**config.mk**
```make
export PLATFORM = sky130hd
export DESIGN_NAME = mcpu_instr_decoder
export DESIGN_NICKNAME = d
export VERILOG_FILES = /design/src/rtl/mcpu_instr_decoder.sv
export SDC_FILE = /design/constraint.sdc
export NUM_CORES = 1
export LEC_CHECK = 0
export CORE_UTILIZATION = 35
export CTS_CLUSTER_DIAMETER = 80
export DETAILED_ROUTE_END_ITERATION = 8
export GPL_TIMING_DRIVEN = 1
export SYNTH_ARGS = -nofsm -noshare
export SYNTH_HDL_FRONTEND = slang
export SYNTH_SLANG_ARGS = --single-unit
```
**constraint.sdc**
```tcl
create_clock -name clk -period 1.4 [get_ports clk]
set_clock_uncertainty 0.05 [all_clocks]
set_input_delay 0.14 -clock clk [delete_from_list [all_inputs] [get_ports clk]]
set_output_delay 0.14 -clock clk [all_outputs]
set_load 0.02 [all_outputs]
```
**src/rtl/mcpu_instr_decoder.sv**
```systemverilog
// MCPU decode stage: splits 16-bit words into fields and strobes behind a skid buffer.
// Optional MCPU_DECODE_STATS_EN adds stat_decoded/stat_illegal counters.
module mcpu_instr_decoder #(
  parameter int WORD_SIZE = 16,
  parameter int OPCODE_SIZE = 4,
  parameter int OPERAND_SIZE = 4,
  parameter logic [OPCODE_SIZE-1:0] OP_MOV = 4'd0,
  parameter logic [OPCODE_SIZE-1:0] OP_ADD = 4'd1,
  parameter logic [OPCODE_SIZE-1:0] OP_XOR = 4'd2,
  parameter logic [OPCODE_SIZE-1:0] OP_SHORT_TO_REG = 4'd3,
  parameter logic [OPCODE_SIZE-1:0] OP_LOAD_FROM_MEM = 4'd4,
  parameter logic [OPCODE_SIZE-1:0] OP_STORE_TO_MEM = 4'd5
) (
  input  logic clk,
  input  logic reset,
  input  logic in_valid,
  output logic in_ready,
  input  logic [WORD_SIZE-1:0] in_instr,
  output logic out_valid,
  input  logic out_ready,
  output logic [2:0] out_kind,
  output logic [OPERAND_SIZE-1:0] out_rd,
  output logic [OPERAND_SIZE-1:0] out_ra,
  output logic [OPERAND_SIZE-1:0] out_rb,
  output logic [7:0] out_imm,
  output logic out_reg_we,
  output logic out_mem_we,
  output logic out_mem_re
`ifdef MCPU_DECODE_STATS_EN
  ,
  output logic [15:0] stat_decoded,
  output logic [15:0] stat_illegal
`endif
);

  typedef struct packed {
    logic [2:0] kind;
    logic [OPERAND_SIZE-1:0] rd;
    logic [OPERAND_SIZE-1:0] ra;
    logic [OPERAND_SIZE-1:0] rb;
    logic [7:0] imm;
    logic reg_we;
    logic mem_we;
    logic mem_re;
  } dec_t;

  dec_t m, s, d;
  logic m_valid, s_valid;
  logic xfer_in, m_free;
  logic [OPCODE_SIZE-1:0] op;

  assign op = in_instr[WORD_SIZE-1 -: OPCODE_SIZE];

  always_comb begin
    d = '0;
    d.rd = in_instr[2*OPERAND_SIZE +: OPERAND_SIZE];
    d.ra = in_instr[OPERAND_SIZE +: OPERAND_SIZE];
    d.rb = in_instr[0 +: OPERAND_SIZE];
    d.imm = in_instr[7:0];
    unique case (1'b1)
      (op == OP_MOV): begin
        d.kind = 3'd0;
        d.reg_we = 1'b1;
      end
      (op == OP_ADD): begin
        d.kind = 3'd1;
        d.reg_we = 1'b1;
      end
      (op == OP_XOR): begin
        d.kind = 3'd2;
        d.reg_we = 1'b1;
      end
      (op == OP_SHORT_TO_REG): begin
        d.kind = 3'd3;
        d.reg_we = 1'b1;
      end
      (op == OP_LOAD_FROM_MEM): begin
        d.kind = 3'd4;
        d.reg_we = 1'b1;
        d.mem_re = 1'b1;
      end
      (op == OP_STORE_TO_MEM): begin
        d.kind = 3'd5;
        d.mem_we = 1'b1;
      end
      default: d.kind = 3'd7;
    endcase
  end

  // in_ready comes straight from a flop, never from out_ready
  assign in_ready = ~s_valid;
  assign xfer_in = in_valid & ~s_valid;
  assign m_free = ~m_valid | out_ready;

  always_ff @(posedge clk or posedge reset) begin
    if (reset) begin
      m <= '0;
      s <= '0;
      m_valid <= 1'b0;
      s_valid <= 1'b0;
    end else if (m_free) begin
      if (s_valid) begin
        m <= s;
        m_valid <= 1'b1;
        s_valid <= 1'b0;
      end else if (xfer_in) begin
        m <= d;
        m_valid <= 1'b1;
      end else begin
        m_valid <= 1'b0;
      end
    end else if (xfer_in) begin
      s <= d;
      s_valid <= 1'b1;
    end
  end

  assign out_valid = m_valid;
  assign out_kind = m.kind;
  assign out_rd = m.rd;
  assign out_ra = m.ra;
  assign out_rb = m.rb;
  assign out_imm = m.imm;
  assign out_reg_we = m.reg_we;
  assign out_mem_we = m.mem_we;
  assign out_mem_re = m.mem_re;

`ifdef MCPU_DECODE_STATS_EN
  logic xfer_out;
  assign xfer_out = m_valid & out_ready;

  always_ff @(posedge clk or posedge reset) begin
    if (reset) begin
      stat_decoded <= '0;
      stat_illegal <= '0;
    end else if (xfer_out) begin
      stat_decoded <= stat_decoded + 16'd1;
      if (m.kind == 3'd7)
        stat_illegal <= stat_illegal + 16'd1;
    end
  end
`endif

endmodule

```
==> results of run 1 <==
-- power groups by stage --
stage | sequential, mW | combinational (mW) | clock [mW]
floorplan | 1.56 | 0.532 | 0
global placement | 1.45 | 1.06 | 0
detailed placement | 1.46 | 1.08 | 0
CTS | 1.44 | 0.986 | 0.802
global route | 1.46 | 1.06 | 0.848
finish | 1.44 | 0.987 | 0.780
-- per-layer routing --
| layer | global-route usage [%] | share of wire [%] |
|---|---|---|
| met1 | 22.7 | 49 |
| met2 | 25.2 | 46 |
| met3 | 4.28 | 3.7 |
| met4 | 5.88 | 1.3 |
| met5 | 0 | 0 |
-- cells in the final DEF (no fill, tap or decap), drive strengths merged, types with 2 or more instances in the layout --
master,count
mux2,16
inv,5
nand2,6
dfrtp,38
nand4b,2
a21oi,31
mux2i,12
clkbuf,7
clkdlybuf4s50,19
dlygate4sd2,27
nor2,8
buf,20
o21ai,6
-- flip-flops by register name (all words and copies together) (netlist names) --
| name | cells |
|---|---|
| out_rb | 3 |
| s_valid | 1 |
| out_ra | 4 |
| out_valid | 1 |
| out_imm | 1 |
| out_kind | 3 |
| out_mem_we | 1 |
| out_reg_we | 1 |
| s | 18 |
| out_mem_re | 1 |
| out_rd | 4 |
-- layout make-up --
cell class | count | share of cell area, %
Multi-Input combinational cell | 92 | 29.6
Inverter | 5 | 0.755
Timing Repair Buffer | 67 | 24.3
Tap cell | 67 | 3.37
Clock buffer | 7 | 3.47
Clock inverter | 1 | 0.201
Sequential cell | 38 | 38.4
-- per-stage QoR --
stage	setup slack, ns	instance area, um2	power, mW
3_3_place_gp	-0.246	2400	2.52
4_1_cts	-0.0688	2470	3.23
6_report	-0.0584	2480	3.20
5_1_grt	-0.114	2480	3.37
2_1_floorplan	-0.138	1800	2.10
3_5_place_dp	-0.262	2400	2.54
-- logic make-up after synthesis --
kind of cell	share of synthesized area [%]
AOI/OAI and AO/OA	12.3
DFF	54.1
muxes	17.9
buffers and inverters	8.76
and+or+nand+nor	6.91
-- Yosys cell counts --
library cell	n	area (um2)
a211oi_1	1	7.51
nor2_1	8	30.0
clkbuf_1	5	18.8
or2_1	1	6.26
a31oi_1	1	6.26
inv_1	5	18.8
nor2b_1	1	6.26
a21oi_1	31	155
mux2_2	12	135
nand2_1	6	22.5
nand2b_1	1	6.26
and2_4	1	8.76
nor4bb_1	1	10.0
a22oi_1	1	7.51
buf_4	9	67.6
buf_6	3	33.8
buf_2	3	15.0
dfrtp_1	38	951
o21ai_0	6	30.0
mux2_4	4	60.1
mux2i_1	12	120
nand4_1	1	6.26
nand3b_1	1	7.51
nand4b_1	2	17.5
o41ai_1	1	8.76
-- final timing paths --
kind	from	end	depth (start not counted)
max in group asynchronous	reset	s_valid	3
min in group clk	in_instr[1]	s[12]	2
min reg2reg	out_kind[0]	out_kind[0]	1
max reg2reg	s_valid	s[19]	3
max	s_valid	s[19]	3
min	reset	out_rb[0]	3
-- repair_timing --
item                       CTS  global route
cloned                       0             0
pin swaps                    0             2
hold buffers                 0             0
resized for setup           33             5
buffers inserted             0             1
setup endpoints to repair   45            24
-- worst max-delay path: cells and delay by family, from the launching register on --
family,cells,cell delay [ns]
buffers and inverters,1,0.20
flip-flops,1,0.45
multiplexers,1,0.34
AND/OR/NAND/NOR,1,0.31
==> flow_summary_export.csv, run 1 <==
group,metric,value,unit
synthesis,synth_area,1760,um2
clocking,cts_tree,"done",
pwr,pwr-share-clk,24.3,%
timing,rsz0062_at_grt,"yes",
global_route,grt_overflow,0,
pwr,vdd_drop_max,0.591,mV
global_route,grt_max_degree,39,
timing,clock.fmax,686,MHz
pwr,leakagePower,1.07,nW
finish,antenna_cells,0,
setup_path,crit_required,1.52,ns
finish,fin_cells,277,
timing,setup_slack,-0.0584,ns
synthesis,synth_cell_type_count,25,
timing,post-route-min-period,1.46,ns
setup_path,critPathSlowestCell,"dfrtp_2",
pwr,switching_power,1.02,mW
finish,n_fill_cell,441,
timing,worst_pin_slew,0.309,ns
global_route,grt_pass1_wl,6650,um
placement,gp_congestion,0.701,
timing,drv_slew,0,
setup_path,critPathLaunchType,"flop",
synthesis,synth_cells,155,
timing,hold_ws,0.149,ns
drt,drt-initial-drc-count,91,
setup_path,path_class,"flop to flop",
pwr,seqPwrFrac,44.9,%
timing,finalCritPeriodShare,104,%
setup_path,worstPathMaxFanout,6,
clocking,clkSinkCount,38,
timing,worst_slew_margin_rel,79.2,%
synthesis,avgSynthCellArea,11.3,um2
clocking,htree_levels,2,
synthesis,synth.net_count,175,
finish,final_core_util,51.9,%
pwr,powerDensity,1290,nW/um2
drt,route.vias.total,1348,
floorplanning,core_area,4790,um2
run_status,status,"finished, violations left",
drt,drc,0,
flow_run,maxCapViolations,0,
global_route,grt_usage,16.5,%
drt,firstDrtPassIters,6,
pwr,switching_share,31.8,%
timing,hold_violations,0,
drt,antenna_left,0,
clocking,root_buffer,"clkbuf_8",
floorplanning,fp.dieW,72.8,um
run_status,violations,"negative setup slack",
clocking,clockBufferDepth,2,
placement,dp_hpwl,2790,um
placement,numPlacedInstances,269,
floorplanning,floorplan.initialDensity,36.7,%
timing,finalSetupTns,-0.632,ns
finish,final_layout_size_suffix_gt1_share,27.1,%
finish,register_area,953,um2
synthesis,yosysWarnings,0,
floorplanning,io-pin-count,48,
global_route,antenna_found_initial,0,
synthesis,ys_seq_elements,38,
setup_path,slowest_delay,0.45,ns
finish,layout-area-overhead-vs-synth,41.5,%
placement,io_buffers,47,
clocking,numCtsBuffers,5,
global_route,grt_pass1_vias,1406,
pwr,intPower,2.19,mW
floorplanning,die-area,5310,um2
floorplanning,std_cell_rows,25,
setup_path,cp-end-kind,"flop",
finish,multiInputGateArea,734,um2
floorplanning,die_y,72.8,um
finish,nNetsFinal,229,
worst_hold_path,min_path_type,"input pin to async pin",
clocking,clk_pin_slew_worst_paths,0.08,ns
drt,wl,4010,um
drt,viasPerCell,4.87,
drt,wire_per_inst,14.5,um
clocking,clk_latency,0.29,ns
setup_path,reg2reg_slack,-0.06,ns
synthesis,ys_seq_area_share,54.1,%
pwr,power_frac_comb,30.8,%
setup_path,path_cells,"nor4bb_4 -> buf_4 -> mux2_2",
setup_path,cp.arrival,1.58,ns
timing,setup_viol,13,
No activity file was read; power rests on OpenSTA's default activity.
==> run 2: changes to the inputs <==
CAP_MARGIN = 40   (was unset)
CTS_CLUSTER_SIZE = 20   (was unset)
==> results of run 2 <==
No change in the layout: final DEF, timing and power equal those of run 1.
==> run 3: changes to the inputs <==
SLEW_MARGIN = 20   (was unset)
==> results of run 3 <==
No change in the layout: final DEF, timing and power equal those of run 1.
